$ cat src/rtl/ptc_power_sequencer.sv
// Power Timing Crate supply sequencer: 2V5 rail, then 3V3 rail, then WIB slots one at a time,
// with a reverse-order timed shutdown and sticky per-slot overcurrent latching.
module ptc_power_sequencer #(
    parameter int unsigned N_WIB = 6,
    parameter int unsigned DLY_W = 24
) (
    input  logic             clk_axi,
    input  logic             rst_axi,
    input  logic             enable_in,
    input  logic [N_WIB-1:0] wib_mask_in,
    input  logic [DLY_W-1:0] rail_delay_in,
    input  logic [DLY_W-1:0] wib_delay_in,
    input  logic [N_WIB-1:0] wib_fault_in,
    input  logic             fault_clear_in,
    output logic             local_2v5_en_out,
    output logic             local_3v3_en_out,
    output logic [N_WIB-1:0] wib_en_out,
    output logic [N_WIB-1:0] wib_on_led_out,
    output logic [N_WIB-1:0] fault_latched_out,
    output logic [2:0]       state_out,
    output logic             busy_out
);

    localparam int unsigned IDX_W = (N_WIB > 1) ? $clog2(N_WIB) : 1;
    localparam logic [IDX_W-1:0] LAST_IDX = IDX_W'(N_WIB - 1);

    typedef enum logic [2:0] {
        S_OFF      = 3'd0,
        S_UP_2V5   = 3'd1,
        S_UP_3V3   = 3'd2,
        S_WIB_SCAN = 3'd3,
        S_WIB_WAIT = 3'd4,
        S_ON       = 3'd5,
        S_DN_WIB   = 3'd6,
        S_DN_3V3   = 3'd7
    } state_t;

    state_t           r_state, w_state_nxt;
    logic [IDX_W-1:0] r_idx, w_idx_nxt;
    logic [DLY_W-1:0] r_cnt, w_cnt_nxt;
    logic             r_2v5, w_2v5_nxt;
    logic             r_3v3, w_3v3_nxt;
    logic             r_busy;
    logic [N_WIB-1:0] r_wib_en, w_wib_base, w_wib_en_nxt;
    logic [N_WIB-1:0] r_fault, w_fault_nxt;
    logic [N_WIB-1:0] w_eligible;
    logic             w_slot_ok;
    logic             w_cnt_zero;
    logic             w_shutdown;

    // Next-state, counter, slot index and enable decisions
    always_comb begin
        w_state_nxt = r_state;
        w_idx_nxt   = r_idx;
        w_cnt_nxt   = r_cnt;
        w_2v5_nxt   = r_2v5;
        w_3v3_nxt   = r_3v3;
        w_wib_base  = r_wib_en;

        // A fault asserted this cycle always beats a simultaneous clear
        w_fault_nxt = (r_fault & ~({N_WIB{fault_clear_in}} & ~wib_fault_in)) | wib_fault_in;
        w_eligible  = wib_mask_in & ~r_fault & ~r_wib_en;
        w_slot_ok   = w_eligible[r_idx] & ~wib_fault_in[r_idx];
        w_cnt_zero  = (r_cnt == '0);
        w_shutdown  = !enable_in && (r_state != S_OFF) &&
                      (r_state != S_DN_WIB) && (r_state != S_DN_3V3);

        if (w_shutdown) begin
            w_wib_base  = '0;
            w_cnt_nxt   = rail_delay_in;
            w_state_nxt = S_DN_WIB;
        end else begin
            unique case (r_state)
                S_OFF: begin
                    if (enable_in) begin
                        w_2v5_nxt   = 1'b1;
                        w_cnt_nxt   = rail_delay_in;
                        w_state_nxt = S_UP_2V5;
                    end
                end
                S_UP_2V5: begin
                    if (w_cnt_zero) begin
                        w_3v3_nxt   = 1'b1;
                        w_cnt_nxt   = rail_delay_in;
                        w_state_nxt = S_UP_3V3;
                    end else begin
                        w_cnt_nxt = r_cnt - DLY_W'(1);
                    end
                end
                S_UP_3V3: begin
                    if (w_cnt_zero) begin
                        w_idx_nxt   = '0;
                        w_state_nxt = S_WIB_SCAN;
                    end else begin
                        w_cnt_nxt = r_cnt - DLY_W'(1);
                    end
                end
                S_WIB_SCAN: begin
                    if (w_slot_ok) begin
                        w_wib_base[r_idx] = 1'b1;
                        w_cnt_nxt         = wib_delay_in;
                        w_state_nxt       = S_WIB_WAIT;
                    end else if (r_idx == LAST_IDX) begin
                        w_state_nxt = S_ON;
                    end else begin
                        w_idx_nxt = r_idx + IDX_W'(1);
                    end
                end
                S_WIB_WAIT: begin
                    if (!w_cnt_zero) begin
                        w_cnt_nxt = r_cnt - DLY_W'(1);
                    end else if (r_idx == LAST_IDX) begin
                        w_state_nxt = S_ON;
                    end else begin
                        w_idx_nxt   = r_idx + IDX_W'(1);
                        w_state_nxt = S_WIB_SCAN;
                    end
                end
                S_ON: begin
                    if (|w_eligible) begin
                        w_idx_nxt   = '0;
                        w_state_nxt = S_WIB_SCAN;
                    end
                end
                S_DN_WIB: begin
                    if (w_cnt_zero) begin
                        w_3v3_nxt   = 1'b0;
                        w_cnt_nxt   = rail_delay_in;
                        w_state_nxt = S_DN_3V3;
                    end else begin
                        w_cnt_nxt = r_cnt - DLY_W'(1);
                    end
                end
                S_DN_3V3: begin
                    if (w_cnt_zero) begin
                        w_2v5_nxt   = 1'b0;
                        w_state_nxt = S_OFF;
                    end else begin
                        w_cnt_nxt = r_cnt - DLY_W'(1);
                    end
                end
                default: w_state_nxt = S_OFF;
            endcase
        end

        // Mask removal and live faults override any enable in every state
        w_wib_en_nxt = w_wib_base & wib_mask_in & ~wib_fault_in;
    end

    always_ff @(posedge clk_axi) begin
        if (rst_axi) begin
            r_state  <= S_OFF;
            r_idx    <= '0;
            r_cnt    <= '0;
            r_2v5    <= 1'b0;
            r_3v3    <= 1'b0;
            r_wib_en <= '0;
            r_fault  <= '0;
            r_busy   <= 1'b0;
        end else begin
            r_state  <= w_state_nxt;
            r_idx    <= w_idx_nxt;
            r_cnt    <= w_cnt_nxt;
            r_2v5    <= w_2v5_nxt;
            r_3v3    <= w_3v3_nxt;
            r_wib_en <= w_wib_en_nxt;
            r_fault  <= w_fault_nxt;
            r_busy   <= (w_state_nxt != S_OFF) && (w_state_nxt != S_ON);
        end
    end

    assign local_2v5_en_out  = r_2v5;
    assign local_3v3_en_out  = r_3v3;
    assign wib_en_out        = r_wib_en;
    assign wib_on_led_out    = r_wib_en;
    assign fault_latched_out = r_fault;
    assign state_out         = r_state;
    assign busy_out          = r_busy;

endmodule

$ cat config.mk
export PLATFORM = sky130hd
export DESIGN_NAME = ptc_power_sequencer
export DESIGN_NICKNAME = d
export VERILOG_FILES = /design/src/rtl/ptc_power_sequencer.sv
export SDC_FILE = /design/constraint.sdc
export NUM_CORES = 1
export LEC_CHECK = 0
export ABC_CLOCK_PERIOD_IN_PS = 2800
export CELL_PAD_IN_SITES_DETAIL_PLACEMENT = 1
export CELL_PAD_IN_SITES_GLOBAL_PLACEMENT = 2
export CORE_UTILIZATION = 27
export CTS_CLUSTER_DIAMETER = 200
export CTS_CLUSTER_SIZE = 40
export DETAILED_ROUTE_END_ITERATION = 7
export GPL_TIMING_DRIVEN = 0
export PLACE_DENSITY_LB_ADDON = 0.3
export SLEW_MARGIN = 20
export SYNTH_ARGS = -nofsm -noshare
export SYNTH_HDL_FRONTEND = slang
export SYNTH_SLANG_ARGS = --single-unit
$ cat constraint.sdc
create_clock -name clk_axi -period 2.8 [get_ports clk_axi]
set_input_delay 0.28 -clock clk_axi [delete_from_list [all_inputs] [get_ports clk_axi]]
set_output_delay 0.28 -clock clk_axi [all_outputs]
set_load 0.005 [all_outputs]
=== Word level (Yosys, flattened, before mapping) ===
Cells that the tools add are included.

* Word-level logic and storage cells: 108
* Output and inout bits: 24
* Input bits: 64
* Bits in registers: 45

* Bitwise logic cells: 15
* Add/subtract/negate cells: 2
* Reductions and logical operators: 21
* Magnitude comparators: 2
* Multiplexer cells: 38
* Eq/ne operators: 22

{| class="wikitable"
|+ Operators with widths
! cell !! number
|-
| $mux 24 || 5
|-
| $pmux 24 s4 || 1
|-
| $mux 3 || 16
|-
| $and 6x6->6 || 6
|-
| $logic_not 24->1 || 1
|-
| $not 6->6 || 4
|-
| $pmux 3 s8 || 1
|-
| $sub 24x1->24 const B || 1
|-
| $mux 6 || 3
|-
| $ne 2x2->1 const B || 8
|-
| $eq 3x3->1 const B || 5
|-
| $ne 3x3->1 const B || 5
|-
| $or 6x6->6 || 2
|-
| $pmux 3 s4 || 1
|-
| $reduce_and 4->1 || 3
|-
| $bmux 1 s3 || 2
|-
| $eq 3x2->1 const B || 2
|-
| $mux 1 || 6
|-
| $reduce_and 6->1 || 1
|-
| $reduce_bool 3->1 || 2
|-
| $reduce_or 6->1 || 1
|-
| $logic_and 1x1->1 || 5
|-
| $reduce_bool 5->1 || 1
|-
| $lt 3x4->1 const B || 1
|-
| 14 further kinds || 17
|}

=== Depth between registers and ports, before layout ===
* Word-level depth: 11
* Depth in mapped cells: 12
* Depth with buffers taken out: 9

=== Worst setup path before layout ===
No wires, ideal clock.

* Path type: flip-flop to flip-flop
* Start: register r_cnt[0]
* End: register r_cnt[12]
* Data required time: 2664 ps
* Arrival time: 2269 ps
* Stages on the path, launching flop included: 13
* Path buffers: 3
* Clock period less this slack: 2405 ps
* Path slack: 395 ps
* Setup time: 136 ps
* Path through: dfxtp_1 inv_1 ha_1 or3b_2 nor3_4 buf_6 a22o_2 and2_4 buf_6 buf_8 nor2_2 a222oi_1 o32ai_1

* Longest elaborated chain between the ends: 4
* Elaborated cells between the ends (all ways): 8
* Those cells by class: add/sub: 1; eq/ne: 1; mux: 4; reduce/logical: 2

{| class="wikitable"
|+ RTL lines
! element !! line !! text
|-
| from (decl) || 40 || <nowiki>logic [DLY_W-1:0] r_cnt, w_cnt_nxt;</nowiki>
|-
| from (signal assigned) || 163 || <nowiki>r_cnt <= w_cnt_nxt;</nowiki>
|-
| $sub 24x1->24 / $logic_not 24->1 (equally long branches) || -- ||
|-
| $mux 24 (on tied branches) || -- ||
|-
| $pmux 24 s4 || 73 || <nowiki>unique case (r_state)</nowiki>
|-
| $mux 24 || 68 || <nowiki>if (w_shutdown) begin</nowiki>
|}

Parallel ways exist; a longest one is shown, timed or not. The select of a mux whose other input is x is not followed.
A chain may end at the register's enable or synchronous reset.

=== Final worst setup path ===
Same ends and word-level chain as after synthesis.

==> results.yml <==
run_status:
  outcome: "finished, violations left"
  failed_checks: "design-rule violations"
yosys:
  ys_seq_elements: 45
  synth_edf_count: 0
  synth_cells: 385
  synth_area_sq_mm: 0.00300
  yosys_warnings: 0
  synthDistinctLibCells: 61
  synth.avg_cell_area_sq_um: 7.80
  async_reset_ff_frac: 0
  syn_nets: 452
  ys_seq_area_frac: 0.300
  synth_ff_type: "dfxtp_1"
timing:
  skew_ns: 0.00924
  tightest_slew_ns: 0.821
  fmaxAchievable_ghz: 0.375
  final-setup-viol-count: 0
  period_share: 0.952
  drv_slew: 0
  finalHoldViolCount: 0
  fin_ws_ns: 0.134
  slew_headroom: 0.447
  min_period_ns: 2.67
die:
  core_sq_mm: 0.0108
  die_area_sq_mm: 0.0115
  rows: 38
  die_height_microns: 107
  initial_utilization: 0.277
  dieWidth_microns: 107
  io_pins: 88
grt:
  grt_max_degree: 14
  antenna_found_initial: 0
  overflow: 0
  grt_pass1_vias: 3594
  grt_usage: 0.206
  grt_pass1_wl_microns: 18600
routing:
  drc: 1
  initialDrtViolationCount: 172
  routed_wl_microns: 11800
  wl_met3_microns: 652
  met2_length_microns: 5680
  antenna_left: 0
  wl_met1_microns: 5350
  drtPass1Iterations: 6
  viasPerCell: 5.48
  num_vias: 3413
  routed.top_layer: "met4"
  wire_per_inst_microns: 18.9
clocking:
  clk_latency_ns: 0.30
  cts_htree_levels: 2
  cts_tree: "done"
  clock_path_buffers: 2
  cts-root-buf: "clkbuf_8"
  cts_inserted_buffers: 5
  cts_sinks: 45
  hold_buffers: 0
  clkTransAtPathRegs_ns: 0.10
critical_path:
  path_buf_inv: 4
  crit_fanout: 10
  path_cells: "inv_1 > ha_2 > or3b_4 > nor3_4 > buf_6 > a22o_2 > and2_4 > buf_6 > buf_8 > nor2_2 > a222oi_1 > o32ai_1"
  start_kind: "flop"
  crit_path_end_kind: "flop"
  cp.required_ns: 2.97
  crit_family: "simple AND/OR/NAND/NOR gates"
  cp_slowest_cell: "or3b_4"
  crit_type: "reg -> reg"
  slowest_delay_ns: 0.42
  cpMostUsedCell: "buf_6"
  cp.arrival_ns: 2.84
place:
  dp_hpwl_microns: 8820
  placed_cells: 612
  place.gp.congestion: 0.882
  portBuffers: 87
  preCtsSetupSlack_ns: -0.167
layout:
  area_growth_syn_to_layout_pct: 40.0
  stdcell_count: 623
  layout-drive-gt1-share: 0.0973
  final_nets: 550
  n_antenna_cell: 0
pwr:
  power_mw: 1.98
  power_density_mw_per_mm2: 471
  leakage_nw: 1.51
  ir_drop_uv: 199
worst_hold_path:
  hp-class: "reg -> reg"
run:
  cap_violations: 0
final timing paths:
check	start	to	slack [ns]	cells after the start
min	r_cnt[10]	r_cnt[10]	0.52	2
max reg2reg	r_cnt[0]	r_cnt[12]	0.13	12
max	r_cnt[0]	r_cnt[12]	0.13	12
min reg2reg	r_cnt[10]	r_cnt[10]	0.52	2
placed cells by master, fill, tap and decap left out, types with 4 or more instances in the layout:
| master | synthesis | final |
|---|---|---|
| nor2b_1 | 7 | 7 |
| a21oi_1 | 42 | 42 |
| a22o_1 | 5 | 5 |
| dfxtp_1 | 45 | 44 |
| o21ai_0 | 24 | 21 |
| and2_1 | 5 | 5 |
| a31oi_1 | 7 | 6 |
| o22ai_1 | 17 | 17 |
| buf_4 | 9 | 14 |
| clkbuf_8 | 0 | 6 |
| nor4_1 | 7 | 7 |
| buf_6 | 3 | 4 |
| a221oi_1 | 6 | 6 |
| nor3_1 | 11 | 11 |
| clkdlybuf4s50_1 | 0 | 87 |
| nand2_1 | 17 | 16 |
| nor2_1 | 43 | 43 |
| inv_1 | 12 | 12 |
| nor3b_1 | 10 | 10 |
| and3_1 | 6 | 6 |
| a222oi_1 | 10 | 10 |
| nor4b_1 | 9 | 9 |
| clkbuf_2 | 1 | 4 |
| a211oi_1 | 7 | 7 |
| o32ai_1 | 4 | 4 |
| clkbuf_1 | 17 | 14 |
routing by layer:
layer  global-route usage  vias up
met4               0.0450        0
met5                    0        -
met2                0.365      101
met1                0.262     1643
met3               0.0291        7
li1                     -     1662
flip-flops by register name (all words and copies together) (netlist names):
| register | flops |
|---|---|
| r_cnt | 24 |
| fault_latched_out | 6 |
| wib_en_out | 6 |
| r_idx | 3 |
| state_out | 3 |
| busy_out | 1 |
| local_2v5_en_out | 1 |
| local_3v3_en_out | 1 |
cells in the mapped netlist (all sizes together), types with 6 or more instances:
library cell | instances | area (sq um)
and2 | 7 | 46.3
nor3b | 10 | 75.1
a22o | 6 | 53.8
o22ai | 17 | 106
a222oi | 10 | 100
nor2 | 44 | 168
nor2b | 7 | 43.8
dfxtp | 45 | 901
a31oi | 8 | 65.1
o21ai | 24 | 120
buf | 17 | 136
nor4 | 8 | 56.3
inv | 12 | 45.0
nand2 | 17 | 63.8
and3 | 6 | 37.5
nor4b | 9 | 78.8
nor3 | 12 | 71.3
a221oi | 6 | 52.6
a21oi | 42 | 210
a211oi | 8 | 72.6
clkbuf | 18 | 68.8
what timing repair did:
action,in CTS,in global routing
gates resized for setup,6,11
pin swaps,3,8
endpoints found under the setup margin,21,32
buffers inserted,0,4
area by class of cell:
cell class              instances  area [sq um]
clock buffers                   6          82.6
flip-flops and latches         45           902
multi-input cells             293          1870
fillers                      1324          6640
inverters                      12          45.0
repair buffers                 91           901
well taps                     140           175
plain buffers                  35           220
clock inverters                 1          7.51
worst min-delay path, cell delays in order, from the launching register on:
cell,delay [ns]
dfxtp_1,0.33
o21ai_0,0.07
o22ai_1,0.07
where the power goes:
group | switching [mW] | total, mW | internal [mW]
clock network | 0.244 | 0.440 | 0.196
registers | 0.0602 | 0.763 | 0.703
logic | 0.426 | 0.776 | 0.350
stage by stage:
stage	setup TNS (ns)	instance area [sq um]	hold WS, ns	util
2_1_floorplan	0	3000	0.357	-
3_3_place_gp	-2.06	4050	0.474	0.373
3_5_place_dp	-1.91	4050	0.495	0.373
4_1_cts	0	4150	0.505	0.383
5_1_grt	-0.0150	4200	0.532	0.388
6_report	0	4200	0.516	0.388
cells by family after synthesis:
logic type      count (synthesis)  share of synthesized area
compound gates                141                      0.317
simple gates                  145                      0.274
fa+ha+maj                       3                     0.0125
xor+xnor                        1                    0.00292
mux                             3                     0.0100
buf+inv                        47                     0.0834
flops                          45                      0.300
(Power assumes the default switching activity.)
